## config.mk

```make
export PLATFORM = sky130hd
export DESIGN_NAME = vga_timing_gen
export DESIGN_NICKNAME = d
export VERILOG_FILES = /design/src/rtl/vga_timing_pkg.sv /design/src/rtl/vga_pix_en.sv /design/src/rtl/vga_timing_gen.sv
export SDC_FILE = /design/constraint.sdc
export NUM_CORES = 1
export LEC_CHECK = 0
export ABC_AREA = 1
export ABC_CLOCK_PERIOD_IN_PS = 3800
export CAP_MARGIN = 15
export CORE_MARGIN = 5
export CORE_UTILIZATION = 56
export CTS_CLUSTER_DIAMETER = 100
export DETAILED_ROUTE_END_ITERATION = 8
export GPL_TIMING_DRIVEN = 0
export PLACE_DENSITY = 0.84
export SLEW_MARGIN = 0
export SYNTH_ARGS = -nofsm -noshare
export SYNTH_HDL_FRONTEND = slang
export SYNTH_HIERARCHICAL = 1
export SYNTH_SLANG_ARGS = --single-unit
export TNS_END_PERCENT = 5
```

## constraint.sdc

```tcl
create_clock -name clk -period 3.8 [get_ports clk]
set_input_delay 0.38 -clock clk [delete_from_list [all_inputs] [get_ports clk]]
set_output_delay 0.38 -clock clk [all_outputs]
set_load 0.005 [all_outputs]
```

## src/rtl/vga_timing_pkg.sv

```systemverilog
// rtl/vga_timing_pkg.sv - default 640x480@60 timing constants and geometry helpers
package vga_timing_pkg;

  localparam int unsigned DEF_H_ACTIVE = 640;
  localparam int unsigned DEF_H_FP     = 16;
  localparam int unsigned DEF_H_SYNC   = 96;
  localparam int unsigned DEF_H_BP     = 48;
  localparam int unsigned DEF_V_ACTIVE = 480;
  localparam int unsigned DEF_V_FP     = 10;
  localparam int unsigned DEF_V_SYNC   = 2;
  localparam int unsigned DEF_V_BP     = 33;

  function automatic int unsigned span_total(input int unsigned act, input int unsigned fp,
                                             input int unsigned sw, input int unsigned bp);
    return act + fp + sw + bp;
  endfunction

  // Sync region is [sync_first, sync_end) in pixels or lines.
  function automatic int unsigned sync_first(input int unsigned act, input int unsigned fp);
    return act + fp;
  endfunction

  function automatic int unsigned sync_end(input int unsigned act, input int unsigned fp,
                                           input int unsigned sw);
    return act + fp + sw;
  endfunction

  function automatic bit fits_width(input int unsigned last, input int unsigned w);
    return (w >= 32) || ((last >> w) == 0);
  endfunction

  localparam int unsigned DEF_H_TOTAL  = span_total(DEF_H_ACTIVE, DEF_H_FP, DEF_H_SYNC, DEF_H_BP);
  localparam int unsigned DEF_V_TOTAL  = span_total(DEF_V_ACTIVE, DEF_V_FP, DEF_V_SYNC, DEF_V_BP);
  localparam int unsigned DEF_HS_FIRST = sync_first(DEF_H_ACTIVE, DEF_H_FP);
  localparam int unsigned DEF_HS_END   = sync_end(DEF_H_ACTIVE, DEF_H_FP, DEF_H_SYNC);
  localparam int unsigned DEF_VS_FIRST = sync_first(DEF_V_ACTIVE, DEF_V_FP);
  localparam int unsigned DEF_VS_END   = sync_end(DEF_V_ACTIVE, DEF_V_FP, DEF_V_SYNC);

endpackage

```

## src/rtl/vga_pix_en.sv

```systemverilog
// rtl/vga_pix_en.sv - clk-to-pixel divider producing a one-clk pix_en strobe
module vga_pix_en
  import vga_timing_pkg::*;
#(
  parameter int unsigned CLK_DIV = 2
) (
  input  logic clk,
  input  logic rst,
  input  logic en,
  output logic pix_en
);

  localparam int unsigned DW = (CLK_DIV > 1) ? $clog2(CLK_DIV) : 1;
  localparam logic [DW-1:0] DIV_LAST = DW'(CLK_DIV - 1);

  logic [DW-1:0] div_q, div_d;

  always_comb begin
    div_d = div_q;
    if (en) begin
      div_d = (div_q == DIV_LAST) ? '0 : div_q + DW'(1);
    end
  end

  always_ff @(posedge clk) begin
    if (rst) begin
      div_q <= '0;
    end else begin
      div_q <= div_d;
    end
  end

  // With CLK_DIV=1 the divider sits at 0 == DIV_LAST, so pix_en follows en.
  assign pix_en = en & ~rst & (div_q == DIV_LAST);

endmodule

```

## src/rtl/vga_timing_gen.sv

```systemverilog
// rtl/vga_timing_gen.sv - parametrised VGA raster timing generator
module vga_timing_gen
  import vga_timing_pkg::*;
#(
  parameter int unsigned H_ACTIVE = DEF_H_ACTIVE,
  parameter int unsigned H_FP     = DEF_H_FP,
  parameter int unsigned H_SYNC   = DEF_H_SYNC,
  parameter int unsigned H_BP     = DEF_H_BP,
  parameter int unsigned V_ACTIVE = DEF_V_ACTIVE,
  parameter int unsigned V_FP     = DEF_V_FP,
  parameter int unsigned V_SYNC   = DEF_V_SYNC,
  parameter int unsigned V_BP     = DEF_V_BP,
  parameter logic        HS_POL   = 1'b0,
  parameter logic        VS_POL   = 1'b0,
  parameter int unsigned CLK_DIV  = 2,
  parameter int unsigned CW       = 10
) (
  input  logic          clk,
  input  logic          rst,
  input  logic          en,
  output logic          pix_en,
  output logic [CW-1:0] x,
  output logic [CW-1:0] y,
  output logic          active,
  output logic          blank,
  output logic          hsync,
  output logic          vsync,
  output logic          line_start,
  output logic          frame_start
);

  localparam int unsigned H_TOTAL = span_total(H_ACTIVE, H_FP, H_SYNC, H_BP);
  localparam int unsigned V_TOTAL = span_total(V_ACTIVE, V_FP, V_SYNC, V_BP);

  if (H_ACTIVE == 0 || H_FP == 0 || H_SYNC == 0 || H_BP == 0 ||
      V_ACTIVE == 0 || V_FP == 0 || V_SYNC == 0 || V_BP == 0) begin : g_bad_geometry
    $error("vga_timing_gen: every active/porch/sync parameter must be nonzero");
  end
  if (CLK_DIV < 1) begin : g_bad_div
    $error("vga_timing_gen: CLK_DIV must be at least 1");
  end
  if (!fits_width(H_TOTAL - 1, CW) || !fits_width(V_TOTAL - 1, CW)) begin : g_bad_cw
    $error("vga_timing_gen: CW too narrow for H_TOTAL-1 or V_TOTAL-1");
  end

  localparam logic [CW-1:0] H_LAST   = CW'(H_TOTAL - 1);
  localparam logic [CW-1:0] V_LAST   = CW'(V_TOTAL - 1);
  localparam logic [CW-1:0] H_ACT    = CW'(H_ACTIVE);
  localparam logic [CW-1:0] V_ACT    = CW'(V_ACTIVE);
  localparam logic [CW-1:0] HS_FIRST = CW'(sync_first(H_ACTIVE, H_FP));
  localparam logic [CW-1:0] HS_STOP  = CW'(sync_end(H_ACTIVE, H_FP, H_SYNC));
  localparam logic [CW-1:0] VS_FIRST = CW'(sync_first(V_ACTIVE, V_FP));
  localparam logic [CW-1:0] VS_STOP  = CW'(sync_end(V_ACTIVE, V_FP, V_SYNC));

  logic          pix_en_w;
  logic [CW-1:0] h_q, h_d, v_q, v_d;
  logic          active_q, active_d, blank_q;
  logic          hsync_q, hsync_d, vsync_q, vsync_d;
  logic          line_q, line_d, frame_q, frame_d;

  vga_pix_en #(.CLK_DIV(CLK_DIV)) u_pix_en (
    .clk    (clk),
    .rst    (rst),
    .en     (en),
    .pix_en (pix_en_w)
  );

  // Decode is taken from the next position so every registered output
  // describes the same pixel as x/y.
  always_comb begin
    h_d = h_q;
    v_d = v_q;
    if (pix_en_w) begin
      if (h_q == H_LAST) begin
        h_d = '0;
        v_d = (v_q == V_LAST) ? '0 : v_q + CW'(1);
      end else begin
        h_d = h_q + CW'(1);
      end
    end
    active_d = (h_d < H_ACT) && (v_d < V_ACT);
    hsync_d  = ((h_d >= HS_FIRST) && (h_d < HS_STOP)) ? HS_POL : ~HS_POL;
    vsync_d  = ((v_d >= VS_FIRST) && (v_d < VS_STOP)) ? VS_POL : ~VS_POL;
    line_d   = pix_en_w && (h_d == '0);
    frame_d  = line_d && (v_d == '0);
  end

  always_ff @(posedge clk) begin
    if (rst) begin
      h_q      <= '0;
      v_q      <= '0;
      active_q <= 1'b1;
      blank_q  <= 1'b0;
      hsync_q  <= ~HS_POL;
      vsync_q  <= ~VS_POL;
      line_q   <= 1'b0;
      frame_q  <= 1'b0;
    end else begin
      h_q      <= h_d;
      v_q      <= v_d;
      active_q <= active_d;
      blank_q  <= ~active_d;
      hsync_q  <= hsync_d;
      vsync_q  <= vsync_d;
      line_q   <= line_d;
      frame_q  <= frame_d;
    end
  end

  assign pix_en      = pix_en_w;
  assign x           = h_q;
  assign y           = v_q;
  assign active      = active_q;
  assign blank       = blank_q;
  assign hsync       = hsync_q;
  assign vsync       = vsync_q;
  assign line_start  = line_q;
  assign frame_start = frame_q;

endmodule

```

Yosys cells after proc, flatten, opt, wreduce, memory -nomap -nowiden
Index checks and enable logic that the tools add are counted.

word-level totals
  register bits = 27
  bits of input ports = 3
  output and inout port bits = 27
  word-level logic and storage cells = 39

operators by class
  $add $sub $neg = 3
  $lt $le $gt $ge = 6
  equality and inequality tests = 2
  multiplexer cells = 8
  bitwise gates (word level) = 4
  reduce and logical (&&, ||, !) cells = 7

operators with widths
  operator                 number
  $mux W10                 5
  $add A10 B1 Y10 const B  2
  $eq A10 B10 Y1 const B   2
  $logic_not A10 Y1        2
  $lt A10 B10 Y1 const B   2
  $lt A10 B9 Y1 const B    2
  $ge A10 B10 Y1 const B   1
  $ge A10 B9 Y1 const B    1
  $logic_and A1 B1 Y1      5
  $mux W1                  3
  $and A1 B1 Y1            2
  $not A1 Y1               2
  $add A1 B1 Y1 const B    1

Logic depth before layout (Yosys ltp)
Gate-level depths: netlist of run 1.

  word-level depth = 7
  mapped depth = 15
  mapped depth without buffers = 14

By module
Netlist of run 1, hierarchy kept.

by module, submodules not included
  module          times used  cells an instance  area each (um^2)  sequential area each (um^2)
  vga_timing_gen  1           260                1,659.1           520.5
  vga_pix_en      1           7                  45.0              20.0

Least setup slack after synthesis of run 1
OpenSTA, ideal clock, no wires.

  kind = input port to flip-flop
  start point = in en
  end point = reg blank_q (netlist: blank)
  library setup time = 128 ps
  arrival time = 1,629 ps
  required time = 3,672 ps
  slack = 2,043 ps
  stages = 12
  path buffers = 1
  cell sequence = nand2_1 -> nor2_1 -> buf_4 -> nand3_1 -> nor2_1 -> nand4_1 -> nand3_2 -> inv_1 -> o21ai_1 -> nand2_1 -> nor2_1 -> nor2_1

between the ends
  cells in the longest elaborated chain, start to end = 6
  elaborated cells between the ends (all ways) = 8
  classes of those cells = order compare (2); mux (2); bitwise (3); reduce/logical (1)

RTL lines
  item                                                    line                   text
  from (decl)                                             vga_timing_gen.sv:20   input logic en,
  $and A1 B1 Y1 (*) (2 in a row)                          vga_pix_en.sv:34       assign pix_en = en & ~rst & (div_q == DIV_LAST);
  named net pix_en                                        vga_timing_gen.sv:21   output logic pix_en,
  $mux W10                                                vga_timing_gen.sv:73   if (pix_en_w) begin
  $lt A10 B10 Y1 / $lt A10 B9 Y1 (equally long branches)  vga_timing_gen.sv:81   active_d = (h_d < H_ACT) && (v_d < V_ACT);
  $logic_and A1 B1 Y1 (*)                                 vga_timing_gen.sv:81
  $not A1 Y1 (*)                                          vga_timing_gen.sv:102  blank_q <= ~active_d;
  to (signal assigned)                                    vga_timing_gen.sv:102
  to (decl)                                               vga_timing_gen.sv:57   logic active_q, active_d, blank_q;

The timed path passes the listed nets; every way through them passes the cells marked *.
A chain may end at the register's enable or synchronous reset.

Final worst setup path of run 1
  start point = in rst
  end point = reg frame_q (netlist: frame_start)

between the ends
  cells in the longest elaborated chain, start to end = 7
  elaborated cells between the ends (all ways) = 9
  classes of those cells = mux (2); bitwise (3); reduce/logical (4)

RTL lines
  item                        line                   text
  from (decl)                 vga_timing_gen.sv:19   input logic rst,
  $not A1 Y1                  vga_pix_en.sv:34
  $and A1 B1 Y1 (2 in a row)  vga_pix_en.sv:34
  $mux W10                    vga_timing_gen.sv:73
  $logic_not A10 Y1           vga_timing_gen.sv:84   line_d = pix_en_w && (h_d == '0);
  $logic_and A1 B1 Y1         vga_timing_gen.sv:84
  $logic_and A1 B1 Y1         vga_timing_gen.sv:85   frame_d = line_d && (v_d == '0);
  to (signal assigned)        vga_timing_gen.sv:106  frame_q <= frame_d;
  to (decl)                   vga_timing_gen.sv:59   logic line_q, line_d, frame_q, frame_d;

Parallel ways exist; a longest one is shown, timed or not.

==> reports/qor.yml, run 1 <==
sta:
  setup_viol: 0
  final.setup_skew_ns: 0.00669
  fin_crit_sh_pct: 61.4
  fmax_ghz: 0.429
  rsz0062_at_grt: "false"
  final_hold_viol_count: 0
  slew_headroom_pct: 67.4
  setup-tns-final_ns: 0
  whs_ns: 0.515
  maxSlewViolCount: 0
  layout_setup_ws_ns: 1.47
  post-route-min-period_ns: 2.33
  tightest_slew_ns: 0.488
global_route:
  grt-ovfl-total: 0
  grt_util_met1_pct: 29.8
  grtUsageMet2_pct: 32.4
  grt_max_degree: 15
  grtUsageMet3_pct: 2.22
  grt_pass1_vias: 1561
  grt_pass1_wl_mm: 6.92
  grt_usage_pct: 20.3
  grt_busiest_layer: "met2"
  antenna_found_initial: 0
routing:
  routed_wl_mm: 4.01
  drt_iter0_markers: 155
  antenna_left: 0
  drt_first_pass_iters: 4
  dr_total_vias: 1703
  viasPerCell: 5.11
  wire_per_inst_um: 12.1
  route.detailed.drc: 0
setup_path:
  r2r-start: "u_pix_en/div_q"
  arrival_ns: 2.60
  r2r_end: "frame_start"
  r2r_slack_ns: 1.70
  r2r_cells: 10
  crit_fanout: 10
  startpoint_type: "input pin"
  crit_type: "input pin to flop"
  end_kind: "flop"
  worstPathRequired_ns: 4.07
job:
  cap_violations: 0
die:
  die_h_um: 65.2
  core_area_mm2: 0.00298
  ioPinCount: 30
  row_count: 20
  die_x_um: 65.2
  initial_utilization_pct: 57.2
  die_area_mm2: 0.00425
hold_path:
  min_to: "u_pix_en/div_q"
  hold_path.class: "flop to flop"
  min-delay-start: "u_pix_en/div_q"
  holdPathStages: 2
clocking:
  cts_tree: "yes"
  cts_buffers: 3
  insertion_delay_ns: 0.33
  clock_path_buffers: 2
  postCtsSetupBuffers: 0
  cts_repair_resize_count: 0
  hold_buffers: 0
  clock-sinks: 27
  htreeDepth: 1
  clk_pin_slew_worst_paths_ns: 0.14
  cts-root-buf: "clkbuf_4"
pwr:
  intPower_mw: 0.334
  combPwrFrac_pct: 4.8
  netSwitchingFraction_pct: 22.6
  p_total_mw: 0.431
  vdd_drop_max_v: 0.000214
  leakagePower_nw: 0.945
  power.density_mw_per_mm2: 209
  clkPwrFrac_pct: 28.9
  pwr-share-seq_pct: 66.3
  switching_power_mw: 0.0973
synthesis:
  ys.warnings.count: 6
  ys_ff_latch: 27
  synth_cells: 267
  synth_area_mm2: 0.00170
  synth_area_leaders: "dfxtp_1 32%, nand2_1 16%, nor2_1 10%, inv_1 7.9%, nand3_1 6.8%"
  synth_nets: 273
  ys_seq_area_share_pct: 31.7
  synth.avg_cell_area_um2: 6.38
  yosys.cell_types.count: 30
  yosysTopAreaCellShare_pct: 31.7
  synth_top_area_cell: "dfxtp_1"
layout:
  regArea_um2: 541
  stdcell_count: 333
  fin_util_pct: 69.2
  nNetsFinal: 307
  final_area_mm2: 0.00206
  fill_cells: 278
  multi_input_area_um2: 975
  area_delta_synth_final_pct: 21.0
  diodes: 0
  drive_gt1_share_pct: 10.7
place:
  post_dp_cell_area_mm2: 0.00204
  dp.cells: 329
  place_ws_ns: 1.12
  gp_congestion: 0.880
  dpl.hpwl_mm: 3.05
  portBuffers: 29
status:
  status: "complete, no violations"
[how the worst max path moves through the flow]
stage | startpoint | endpoint | slack, ns
2_1_floorplan | en | blank | 2.04
3_3_place_gp | rst | blank | 1.13
3_5_place_dp | rst | frame_start | 1.12
4_1_cts | rst | frame_start | 1.47
5_1_grt | rst | frame_start | 1.22
6_report | rst | frame_start | 1.47
[registers in the layout, indices dropped and copies added, names as in the netlist]
register        cells
vsync               1
blank               1
frame_start         1
hsync               1
y                  10
x                  10
u_pix_en/div_q      1
line_start          1
active              1
[per-layer routing]
metal,share of wire [%],wire length (um)
met1,51,2030
met4,0.67,27
met3,3.6,144
met5,0,0
met2,45,1810
[cell type report]
type                       instances  share of cell area, %
sequential                        27                   26.2
buffer                             6                   2.18
inverter                          38                   6.98
tap                               33                   2.00
timing repair buffer              29                   14.1
multi-input combinational        196                   47.3
clock buffer                       4                   1.27
[power by group through the flow]
stage          Sequential, mW  Combinational [mW]  Clock [mW]
6_report                0.286              0.0208       0.124
2_1_floorplan           0.292              0.0117           0
5_1_grt                 0.286              0.0235       0.142
4_1_cts                 0.286              0.0210       0.128
3_5_place_dp            0.292              0.0209           0
3_3_place_gp            0.292              0.0208           0
[layout by cell type, fill, tap and decap left out, types with 4 or more instances in the layout]
master           instances
inv_1                   36
clkdlybuf4s50_1         29
nand3_2                  4
nor2_2                   4
dfxtp_1                 27
nand3_1                 23
nand4_1                  7
nand2_1                 71
nand3b_1                 4
nor2_4                   4
o21ai_0                  4
nand2_2                  7
nor2_1                  47
[cell usage after synthesis (all sizes together)]
library cell	n
clkbuf	2
ha	3
inv	37
o21ai	7
or2	2
a21boi	1
nand3	27
nor2	55
xnor2	2
nand2	78
dfxtp	27
nand3b	4
nand4	8
nor3	4
xor2	1
a21oi	3
buf	4
o21bai	1
clkinv	1
[critical path, stage by stage]
cell and delay (ns):
clkdlybuf4s50_1 0.53, nor2_1 0.35, buf_4 0.25, nand3_1 0.12
nor2_1 0.25, xnor2_1 0.23, nand3_2 0.15, nor2_1 0.15
nand3_1 0.09, nor2_1 0.11
[cell families (layout without fill, tap and decap cells)]
kind of cell             after synthesis  count (layout)  synth area share (%)
AND/OR/NAND/NOR                      178             178                  49.4
buffers and inverters                 44              77                  11.1
flip-flops                            27              27                  31.7
AO/OA/AOI/OAI                         12              12                  4.04
adder cells (fa/ha/maj)                3               3                  2.20
XOR/XNOR                               3               3                  1.54
(Power assumes the default switching activity.)
==> inputs of run 2 (changes only) <==
--- a/config.mk
+++ b/config.mk
@@ -6,14 +6,14 @@
 export NUM_CORES = 1
 export LEC_CHECK = 0
 export ABC_AREA = 1
-export ABC_CLOCK_PERIOD_IN_PS = 3800
+export ABC_CLOCK_PERIOD_IN_PS = 2000
 export CAP_MARGIN = 15
 export CORE_MARGIN = 5
-export CORE_UTILIZATION = 56
+export CORE_UTILIZATION = 47
 export CTS_CLUSTER_DIAMETER = 100
 export DETAILED_ROUTE_END_ITERATION = 8
 export GPL_TIMING_DRIVEN = 0
-export PLACE_DENSITY = 0.84
+export PLACE_DENSITY = 0.75
 export SLEW_MARGIN = 0
 export SYNTH_ARGS = -nofsm -noshare
 export SYNTH_HDL_FRONTEND = slang
==> constraint.sdc (replaced) <==
create_clock -name clk -period 2 [get_ports clk]
set_input_delay 0.2 -clock clk [delete_from_list [all_inputs] [get_ports clk]]
set_output_delay 0.2 -clock clk [all_outputs]
set_load 0.005 [all_outputs]
==> reports/qor.yml, run 2 (synthesized netlist as in run 1, its figures left out) <==
routing:
  drt_first_pass_iters: 4  # unchanged
  dr_total_vias: 1720  # +1.0%
  viasPerCell: 4.93  # -3.6%
  wire_per_inst_um: 11.6  # -4.0%
  antenna_left: 0  # unchanged
  route.detailed.drc: 0  # unchanged
  drt_iter0_markers: 145  # -6.5%
  routed_wl_mm: 4.04  # +0.65%
clocking:
  htreeDepth: 1  # unchanged
  cts_buffers: 3  # unchanged
  clock-sinks: 27  # unchanged
  hold_buffers: 0  # unchanged
  clk_pin_slew_worst_paths_ns: 0.14  # about the same
  cts_tree: "yes"
  insertion_delay_ns: 0.33  # about the same
  cts-root-buf: "clkbuf_4"
  clock_path_buffers: 2  # unchanged
global_route:
  grt_usage_pct: 17.0  # -3.3 points
  grtUsageMet3_pct: 2.73  # +0.50 points
  grt_max_degree: 15  # unchanged
  grt-ovfl-total: 0  # unchanged
  grt_busiest_layer: "met2"
  antenna_found_initial: 0  # unchanged
  grt_pass1_wl_mm: 6.83  # -1.3%
  grt_pass1_vias: 1475  # -5.5%
  grtUsageMet2_pct: 26.5  # -5.8 points
  grt_util_met1_pct: 23.7  # -6.1 points
setup_path:
  crit_chain: "ha_1, nand2_1, inv_1, nand3_2, nor2_4, nand2_2, buf_6, nand3_2, inv_1, o21ai_1, nand2_1, nor2_1, nor2_1"
  crit_type: "flop to flop"
  cp_slowest_stage_delay_ns: 0.40  # -0.13 ns
  arrival_ns: 2.07  # -0.53 ns
  critPathBufInv: 3  # +1
  crit_family: "simple AND/OR/NAND/NOR gates"
  end_kind: "flop"
  startpoint_type: "flop"
  crit_fanout: 10  # unchanged
  worstPathRequired_ns: 2.22  # -1.85 ns
  slowest_stage: "dfxtp_4"
sta:
  whs_ns: 0.225  # -0.290 ns
  fmax_ghz: 0.541
  final.setup_skew_ns: 0.00233  # -0.00436 ns
  slew_headroom_pct: 62.9  # -4.5 points
  fin_crit_sh_pct: 92.5
  rsz0062_at_grt: "false"
  setup_viol: 0  # unchanged
  final_hold_viol_count: 0  # unchanged
  tightest_slew_ns: 0.556  # +0.0681 ns
  post-route-min-period_ns: 1.85
  maxSlewViolCount: 0  # unchanged
die:
  die_h_um: 70.2  # +7.7%
  core_area_mm2: 0.00342  # +15%
  initial_utilization_pct: 49.9  # -7.3 points
  die_area_mm2: 0.00493  # +16%
  row_count: 21  # +5.0%
  ioPinCount: 30  # unchanged
  die_x_um: 70.2  # +7.7%
hold_path:
  hold_path.class: "input pin to flop"
status:
  status: "complete, no violations"
job:
  cap_violations: 0  # unchanged
place:
  gp_congestion: 0.853  # -3.1%
  dpl.hpwl_mm: 3.09  # +1.4%
  post_dp_cell_area_mm2: 0.00205  # +0.80%
  dp.cells: 342  # +4.0%
  portBuffers: 29  # unchanged
layout:
  area_delta_synth_final_pct: 25.8
  diodes: 0  # unchanged
  final_area_mm2: 0.00214  # +4.0%
  stdcell_count: 349  # +4.8%
  regArea_um2: 546  # +0.93%
  nNetsFinal: 310  # +0.98%
  final_common_cell: "nand2_1"
  fin_util_pct: 62.8  # -6.5 points
  multi_input_area_mm2: 0.00101  # +3.3%
  drive_gt1_share_pct: 13.5  # +2.9 points
  final_cell_mix: "71 x nand2_1, 44 x nor2_1, 36 x inv_1"
  fill_cells: 320  # +15%
pwr:
  power.density_mw_per_mm2: 386  # +84%
  p_total_mw: 0.827  # +92%
  vdd_drop_max_v: 0.000392  # +83%
  leakagePower_nw: 0.971  # +2.8%
run 2: changes by cell type in the layout (fill, tap and decap cells not counted), moves of 2 or more:
cell / previous run / this run
nor2_4: 4 / 8
nor2_1: 47 / 44
buf_4: 2 / 4
dfxtp_1: 27 / 25
run 2: final cells by class:
type                            instances  share of cell area [%]
Buffer                                  6                    2.28
Timing Repair Buffer                   32                    14.7
Inverter                               38                    6.71
Clock buffer                            4                    1.23
Sequential cell                        27                    25.4
Multi-Input combinational cell        196                    47.0
Tap cell                               46                    2.68
run 2: final timing paths:
| kind | endpoint | startpoint | cells past startpoint | slack, ns |
|---|---|---|---|---|
| setup / recovery | blank | x[0] | 13 | 0.15 |
| hold / removal | y[1] | rst | 2 | 0.23 |
| setup reg to reg | blank | x[0] | 13 | 0.15 |
| hold reg to reg | u_pix_en/div_q | u_pix_en/div_q | 2 | 0.51 |
run 2: metal layers:
metal  wire, um  part of all wire (%)  vias to the layer above
met2       1760                    44                       52
met4         71                   1.8                        0
met5          0                     0                        -
li1           -                     -                      904
met3        267                   6.6                        7
met1       1940                    48                      757
run 2: through the flow:
step	worst slack (ns)	setup TNS, ns
after detailed placement	-0.508	-2.68
after floorplan	0.311	0
after global placement	-0.462	-2.57
final	0.150	0
after CTS	0.0117	0
after global routing	0.00171	0
run 2: report_power, final:
| part | switching, mW | total [mW] | internal (mW) |
|---|---|---|---|
| Combinational | 0.0266 | 0.0422 | 0.0156 |
| Sequential | 0.00219 | 0.543 | 0.540 |
| Clock | 0.164 | 0.243 | 0.0783 |
| Total | 0.193 | 0.827 | 0.634 |
run 2: worst reg2reg max path, cell delays in order (launching register included):
cell	delay (ns)
dfxtp_4	0.40
ha_1	0.21
nand2_1	0.09
inv_1	0.09
nand3_2	0.09
nor2_4	0.12
nand2_2	0.07
buf_6	0.15
nand3_2	0.09
inv_1	0.07
o21ai_1	0.12
nand2_1	0.08
nor2_1	0.10
nor2_1	0.05
run 2: timing repair:
action,CTS,global route
endpoints found under the setup margin,4,5
pin swaps,0,3
buffers inserted,0,3
resized for setup,3,11
